===== src/rtl/input_debouncer.sv =====
// rtl/input_debouncer.sv - three-channel debounce with rise/fall pulses and saturating rise counters
// Each channel qualifies a new input value for DEBOUNCE_CYCLES consecutive edges before adopting it.
module input_debouncer #(
  parameter int DEBOUNCE_CYCLES = 1000,
  parameter int EVT_W           = 8
) (
  input  logic             clk,
  input  logic             rst_n,
  input  logic             in_1,
  input  logic             in_2,
  input  logic             in_3,
  input  logic             clr_counts,
  output logic             level_1,
  output logic             level_2,
  output logic             level_3,
  output logic             rise_1,
  output logic             rise_2,
  output logic             rise_3,
  output logic             fall_1,
  output logic             fall_2,
  output logic             fall_3,
  output logic [EVT_W-1:0] count_1,
  output logic [EVT_W-1:0] count_2,
  output logic [EVT_W-1:0] count_3,
  output logic             any_event
);

  localparam int STAB_W = $clog2(DEBOUNCE_CYCLES);
  localparam logic [STAB_W-1:0] STAB_MAX = STAB_W'(DEBOUNCE_CYCLES - 1);
  localparam logic [EVT_W-1:0]  CNT_MAX  = '1;

  logic [2:0]        in_w;
  logic [2:0]        level_q, level_d;
  logic [2:0]        rise_q, rise_d;
  logic [2:0]        fall_q, fall_d;
  logic [STAB_W-1:0] stab_q  [3];
  logic [STAB_W-1:0] stab_d  [3];
  logic [EVT_W-1:0]  count_q [3];
  logic [EVT_W-1:0]  count_d [3];

  assign in_w = {in_3, in_2, in_1};

  // A sample equal to the current level restarts qualification, so stab_d defaults to zero.
  always_comb begin
    for (int c = 0; c < 3; c++) begin
      level_d[c] = level_q[c];
      stab_d[c]  = '0;
      rise_d[c]  = 1'b0;
      fall_d[c]  = 1'b0;
      count_d[c] = count_q[c];
      if (in_w[c] != level_q[c]) begin
        if (stab_q[c] == STAB_MAX) begin
          level_d[c] = in_w[c];
          rise_d[c]  = in_w[c];
          fall_d[c]  = ~in_w[c];
        end else begin
          stab_d[c] = stab_q[c] + 1'b1;
        end
      end
      // Clear wins over a coincident rise; that rise is not counted.
      if (clr_counts) begin
        count_d[c] = '0;
      end else if (rise_d[c] && (count_q[c] != CNT_MAX)) begin
        count_d[c] = count_q[c] + 1'b1;
      end
    end
  end

  always_ff @(posedge clk or negedge rst_n) begin
    if (!rst_n) begin
      level_q <= '0;
      rise_q  <= '0;
      fall_q  <= '0;
      stab_q  <= '{default: '0};
      count_q <= '{default: '0};
    end else begin
      level_q <= level_d;
      rise_q  <= rise_d;
      fall_q  <= fall_d;
      stab_q  <= stab_d;
      count_q <= count_d;
    end
  end

  assign level_1   = level_q[0];
  assign level_2   = level_q[1];
  assign level_3   = level_q[2];
  assign rise_1    = rise_q[0];
  assign rise_2    = rise_q[1];
  assign rise_3    = rise_q[2];
  assign fall_1    = fall_q[0];
  assign fall_2    = fall_q[1];
  assign fall_3    = fall_q[2];
  assign count_1   = count_q[0];
  assign count_2   = count_q[1];
  assign count_3   = count_q[2];
  assign any_event = |rise_q || |fall_q;

endmodule


===== config.mk =====
export PLATFORM = sky130hd
export DESIGN_NAME = input_debouncer
export DESIGN_NICKNAME = d
export VERILOG_FILES = /design/src/rtl/input_debouncer.sv
export SDC_FILE = /design/constraint.sdc
export NUM_CORES = 1
export LEC_CHECK = 0
export CAP_MARGIN = 5
export CORE_MARGIN = 1
export CORE_UTILIZATION = 50
export DETAILED_ROUTE_END_ITERATION = 10
export PLACE_DENSITY = 0.83
export SYNTH_ARGS = -nofsm -noshare
export SYNTH_HDL_FRONTEND = slang
export SYNTH_SLANG_ARGS = --single-unit
export TNS_END_PERCENT = 5

===== constraint.sdc =====
create_clock -name clk -period 2.4 [get_ports clk]
set_input_delay 0.6 -clock clk [delete_from_list [all_inputs] [get_ports clk]]
set_output_delay 0.6 -clock clk [all_outputs]
set_load 0.01 [all_outputs]

==> results of run 1 <==
-- report_power, final --
part	switching, mW	leakage [nW]	total, mW	internal, mW
Sequential	0.0203	0.871	1.10	1.08
Clock	0.406	0.102	0.987	0.581
Combinational	0.0628	0.674	0.103	0.0404
Total	0.489	1.65	2.19	1.70
-- synthesized netlist by cell type (3+ instances only) --
master | number | share of area (%)
dfrtp_1 | 63 | 50
nand4b_1 | 3 | 0.83
nand3_1 | 22 | 3.5
and3_1 | 12 | 2.4
o21ai_0 | 7 | 1.1
and4_1 | 5 | 1.4
o31ai_1 | 8 | 1.9
o311ai_0 | 6 | 1.7
a21oi_1 | 16 | 2.5
nand4_1 | 10 | 2.0
mux2_2 | 3 | 1.1
or4_1 | 9 | 2.1
xor2_1 | 14 | 3.9
ha_1 | 6 | 2.4
xnor2_1 | 13 | 3.6
nor2_1 | 36 | 4.3
nand2_1 | 13 | 1.5
nor3_1 | 7 | 1.1
o41ai_1 | 7 | 1.9
clkbuf_1 | 8 | 0.95
or3_1 | 3 | 0.60
inv_1 | 10 | 1.2
-- state kept, by name, summed over array words and instances, names as in the netlist --
name     count
count_2      8
stab_q      30
fall_q       3
count_1      8
rise_q       3
count_3      8
level_q      3
-- cell families after synthesis --
group                      count (synthesis)  share of synthesized area [%]
and+or+nand+nor                          142                          25.23
DFF                                       63                          50.06
AOI/OAI and AO/OA                         48                          10.29
xor gates and xnor gates                  27                          7.509
buffers and inverters                     23                          3.457
adders and majority gates                  6                          2.384
muxes                                      3                          1.073
-- cell usage in the layout, fill, tap and decap left out, types with 3 or more instances in the layout --
master,count
o311ai_0,6
clkbuf_8,9
nand3_1,22
nand2_1,13
or3_1,3
and4_1,5
o21ai_0,7
nor3_1,7
dfrtp_1,63
or4_1,9
a21oi_1,14
o41ai_1,7
o31ai_1,8
xnor2_1,13
mux2_2,3
and3_1,12
xor2_1,14
buf_4,11
nand4_1,10
clkdlybuf4s50_1,38
inv_1,10
nor2_1,36
nand4b_1,3
ha_1,6
-- cell type report --
cell class / count / area (um^2)
sequential: 63 / 1577
tap: 75 / 93.84
clock buffer: 10 / 127.6
timing repair buffer: 52 / 499.2
fill: 452 / 2100
clock inverter: 6 / 85.08
inverter: 10 / 37.54
multi-input combinational: 226 / 1471
-- what timing repair did --
item | in CTS | in global routing
setup endpoints to repair | 0 | 3
gates resized for setup | 0 | 3
setup buffers | 0 | 0
-- critical path: cells and delay by family (launching register included) --
kind,cells,cell delay [ns]
flops,1,0.41
buf+inv,1,0.48
simple gates,2,0.50
-- worst max-delay path by stage --
stage / from / cells past startpoint / end
2_1_floorplan: stab_q[20] / 7 / count_1[6]
4_1_cts: rise_q[2] / 3 / any_event
6_report: fall_q[1] / 3 / any_event
5_1_grt: in_1 / 6 / count_1[3]
3_3_place_gp: in_1 / 6 / count_1[7]
3_5_place_dp: in_1 / 6 / count_1[3]
-- through the flow --
stage          util, %  setup slack, ns  power (mW)  hold WS, ns  area, um^2
2_1_floorplan        -           0.3373       1.163       0.3044        3149
3_3_place_gp     61.22          -0.2226       1.220       0.4736        3667
3_5_place_dp     61.22          -0.2823       1.224       0.4857        3667
4_1_cts          64.77          0.07015       2.215       0.2442        3880
5_1_grt          64.95         0.003874       2.281       0.2717        3891
6_report         64.95          0.08110       2.190       0.2320        3891
-- metal layers --
metal,GRT usage (%),vias to the layer above,part of all wire (%)
met5,0,-,0
met4,6.964,0,1.0
met3,6.404,6,5.7
met2,33.17,80,47
met1,29.14,1242,46
li1,-,1249,-
==> summary.md, run 1 <==
| Metric | Value |
|---|---|
| CTS root buf | clkbuf_8 |
| CTS tree | yes |
| R2R cell count | 6 |
| Nets | 374 |
| WL per Instance | 14.70 um |
| Antenna violations before repair | 0 |
| Final setup violation count | 0 |
| Setup TNS | 0 ns |
| Yosys cell types | 45 |
| Top_reg_cell synth | dfrtp_1 |
| Status | completed |
| Largest fanout on the critical path | 2 |
| Clk_skew | 0.009828 ns |
| Hold Vio Cnt, Final | 0 |
| Hpwl dp | 4658 um |
| Setup crit start kind | flop |
| Crit-path slowest cell | clkdlybuf4s50_1 |
| Sink Count | 63 |
| Vias in the first global route | 2336 |
| Worst setup EP type | output pin |
| Synth Instances | 312 |
| Cell Area, Synth | 3149 um^2 |
| CORE AREA | 5991 um^2 |
| GRT overflow | 0 |
| Synth warn | 0 |
| Mean number of vias per cell | 5.830 |
| F_max | 431.2 MHz |
| Period utilization | 96.62% |
| Num CTS Buffers | 9 |
| 1st-iter DRT viols | 185 |
| Post-synth EDFFs | 0 |
| Final Max Tran Viols | 0 |
| Syn_area_per_cell | 10.09 um^2 |
| Area growth from synthesis to layout | 23.56% |
| Routed WL | 6498 um |
| Clk Latency, worst-skew pair | 0.33 ns |
| PortBufs | 39 |
| I/O pins | 40 |
| Max clock buf depth | 2 |
| Max cap viols | 0 |
| Gpl congestion | 0.8495 |
| Crit path cell chain | nor4_1 -> nand2_1 -> clkdlybuf4s50_1 |
| R2R setup slack | 0.20 ns |
| Tmin final | 2.319 ns |
| RSZ-0062 raised after global routing | no |
| Largest net degree at the start of global routing | 27 |
| Non-Filler Instances | 442 |
| Placed Instances | 426 |
| FP Rows | 28 |
| Crit path DAT | 1.72 ns |
| Cts hold-fix bufs | 0 |
| Initial core utilization | 52.57% |
| Asr flop ratio synth | 100.0% |
| FF-to-FF Start | stab_q[20] |
| WS Path Type | flop to output pin |
| Total global routing track utilization | 21.61% |
| Vias | 2577 |
| PD cells | 562.7 nW/um^2 |
| Worst Hold Class | input pin to async pin |
| Number of synthesized register bits | 63 |
| Syn nets | 324 |
| H-tree levels | 3 |
| Layout cells sized above 1 | 11.17% |
| Reg-to-Reg End | count_1[3] |
| Crit path largest cell delay | 0.48 ns |
| Leakage Power | 1.647 nW |
| DR pass1 iterations | 4 |
| Die Wd | 81.37 um |
| # DRC | 0 |
| Die area | 6620 um^2 |
| Global-route wire length before repair | 10730 um |
| CP required | 1.80 ns |
| Worst VDD drop | 0.5145 mV |
| Max-slew headroom | 58.97% |
| ANT nets after route | 0 |
| Die height | 81.37 um |
| Slew of the pin with the lowest slew margin | 0.6131 ns |
| Number of diodes | 0 |
| Post-synthesis sequential area ratio | 50.06% |
| Clock transition at the registers of the reported paths | 0.07 ns |
Note: power is estimated with default switching activity, not from simulation.
==> run 2: changes to the inputs <==
--- a/config.mk
+++ b/config.mk
@@ -9,7 +9,7 @@
 export CORE_MARGIN = 1
 export CORE_UTILIZATION = 50
 export DETAILED_ROUTE_END_ITERATION = 10
-export PLACE_DENSITY = 0.83
+export PLACE_DENSITY = 0.79
 export SYNTH_ARGS = -nofsm -noshare
 export SYNTH_HDL_FRONTEND = slang
 export SYNTH_SLANG_ARGS = --single-unit
==> run 2 against run 1 <==
Power increased by 2.0%; critical path depth up 1; flip-flop and latch count unchanged; non-clock buffer count rose by 1; via count increased by 1.6%; critical endpoint unchanged.
==> summary.md, run 2 (synthesized netlist as in run 1, its figures left out) <==
| Metric | Value |
|---|---|
| Sink Count | 63 (unchanged) |
| Crit path DAT | 1.73 ns (about the same) |
| Max clock buf depth | 2 (unchanged) |
| Place WS | -0.2777 ns (+0.004560 ns) |
| Max FFs per register | 30 (unchanged) |
| Max cap viols | 0 (unchanged) |
| Clock transition at the registers of the reported paths | 0.07 ns (about the same) |
| Setup Fix Bufs, Post-CTS | 0 (unchanged) |
| Die Wd | 81.37 um (unchanged) |
| Gpl congestion | 0.8134 (-4.2%) |
| Total global routing track utilization | 22.10% (+0.49 points) |
| Largest net degree at the start of global routing | 64 (+140%) |
| Antenna violations before repair | 0 (unchanged) |
| Worst VDD drop | 0.3793 mV (-26%) |
| Most frequent cells in the layout | 63 x dfrtp_1, 38 x clkdlybuf4s50_1, 36 x nor2_1 |
| R2R setup slack | 0.20 ns (about the same) |
| Hpwl dp | 4416 um (-5.2%) |
| Setup TNS | 0 ns (unchanged) |
| Slew of the pin with the lowest slew margin | 0.6500 ns (+0.03687 ns) |
| Clk_skew | 0.01262 ns (+0.002794 ns) |
| Setup ws final | 0.07410 ns (-0.007004 ns) |
| Filler cell count | 476 (+5.3%) |
| Cts hold-fix bufs | 0 (unchanged) |
| Hold Vio Cnt, Final | 0 (unchanged) |
| H-tree levels | 3 (unchanged) |
| FP Rows | 28 (unchanged) |
| Final core utilization | 65.29% (+0.33 points) |
| 1st-iter DRT viols | 135 (-27%) |
| Worst Hold Class | input pin to async pin |
| Commonest non-fill, non-tap cell in the layout | dfrtp_1 |
| Die height | 81.37 um (unchanged) |
| Placed Instances | 427 (+0.23%) |
| Area growth from synthesis to layout | 24.20% |
| GRT overflow | 0 (unchanged) |
| Biggest register | stab_q |
| Leakage Power | 1.657 nW (+0.65%) |
| Clk Latency, worst-skew pair | 0.34 ns (about the same) |
| Largest fanout on the critical path | 2 (unchanged) |
| Non-Filler Instances | 443 (+0.23%) |
| Number of diodes | 0 (unchanged) |
| WL per Instance | 14.92 um (+1.5%) |
| Layout cells sized above 1 | 11.41% (+0.24 points) |
| Routed WL | 6610 um (+1.7%) |
| ANT nets after route | 0 (unchanged) |
| CP required | 1.80 ns (about the same) |
| CORE AREA | 5991 um^2 (unchanged) |
| Initial core utilization | 52.57% (unchanged) |
| Global-route wire length before repair | 11070 um (+3.2%) |
| PD cells | 570.9 nW/um^2 (+1.4%) |
| Status | completed |
| Worst setup EP type | output pin |
| Final setup violation count | 0 (unchanged) |
| Max-slew headroom | 56.51% (-2.5 points) |
| Die area | 6620 um^2 (unchanged) |
| DR pass1 iterations | 4 (unchanged) |
| Vias | 2618 (+1.6%) |
| WS Path Type | flop to output pin |
| Final Max Tran Viols | 0 (unchanged) |
| Tmin final | 2.326 ns (+0.007004 ns) |
| Mean number of vias per cell | 5.910 (+1.4%) |
| Nets | 375 (+0.27%) |
| PortBufs | 39 (unchanged) |
| Num CTS Buffers | 9 (unchanged) |
| Period utilization | 96.91% (+0.29 points) |
| F_max | 429.9 MHz (-0.30%) |
| CTS root buf | clkbuf_8 |
| Vias in the first global route | 2412 (+3.3%) |
| RSZ-0062 raised after global routing | no |
| # DRC | 0 (unchanged) |
| CTS tree | yes |
| Setup crit start kind | flop |
| Post-cts resize count | 1 (+1) |
| I/O pins | 40 (unchanged) |
==> run 2: power by group <==
group          switching (mW)  internal, mW  total [mW]
clock                   0.419         0.614        1.03
combinational          0.0623        0.0395       0.102
sequential             0.0203          1.08        1.10
total                   0.501          1.73        2.23
==> run 2: critical path, stage by stage (launching register included) <==
cell and delay, ns:
dfrtp_1 0.42, nor4_2 0.27, buf_4 0.16, nand2_1 0.05, clkdlybuf4s50_1 0.48
==> run 2: routing by layer <==
| layer | up-vias | track usage, % | share of wire (%) |
|---|---|---|---|
| met2 | 57 | 35.17 | 49 |
| met3 | 13 | 4.831 | 4.0 |
| li1 | 1250 | - | - |
| met4 | 0 | 9.107 | 1.8 |
| met1 | 1298 | 29.06 | 45 |
| met5 | - | 0 | 0 |
==> run 2: final cells by class <==
class | count | area (um^2) | area share, %
Sequential cell | 63 | 1577 | 40.31
Multi-Input combinational cell | 226 | 1478 | 37.78
Timing Repair Buffer | 53 | 503.0 | 12.86
Clock buffer | 11 | 141.4 | 3.615
Tap cell | 75 | 93.84 | 2.399
Clock inverter | 5 | 81.33 | 2.079
Inverter | 10 | 37.54 | 0.9597
==> run 2: worst paths after layout <==
path                             from         end  cells past startpoint
min in group clk            stab_q[0]   stab_q[0]                      1
setup reg to reg           stab_q[20]  count_1[2]                      7
hold / removal                  rst_n   stab_q[4]                      2
hold reg to reg             stab_q[0]   stab_q[0]                      1
max in group asynchronous       rst_n  stab_q[24]                      2
setup / recovery            fall_q[1]   any_event                      4
==> run 2: per-stage QoR <==
stage	hold slack (ns)	area [um^2]	power [mW]
after global placement	0.4699	3675	1.219
after floorplan	0.3044	3149	1.163
after global routing	0.2910	3911	2.313
after CTS	0.2740	3904	2.249
final	0.2610	3911	2.233
after detailed placement	0.4824	3675	1.223
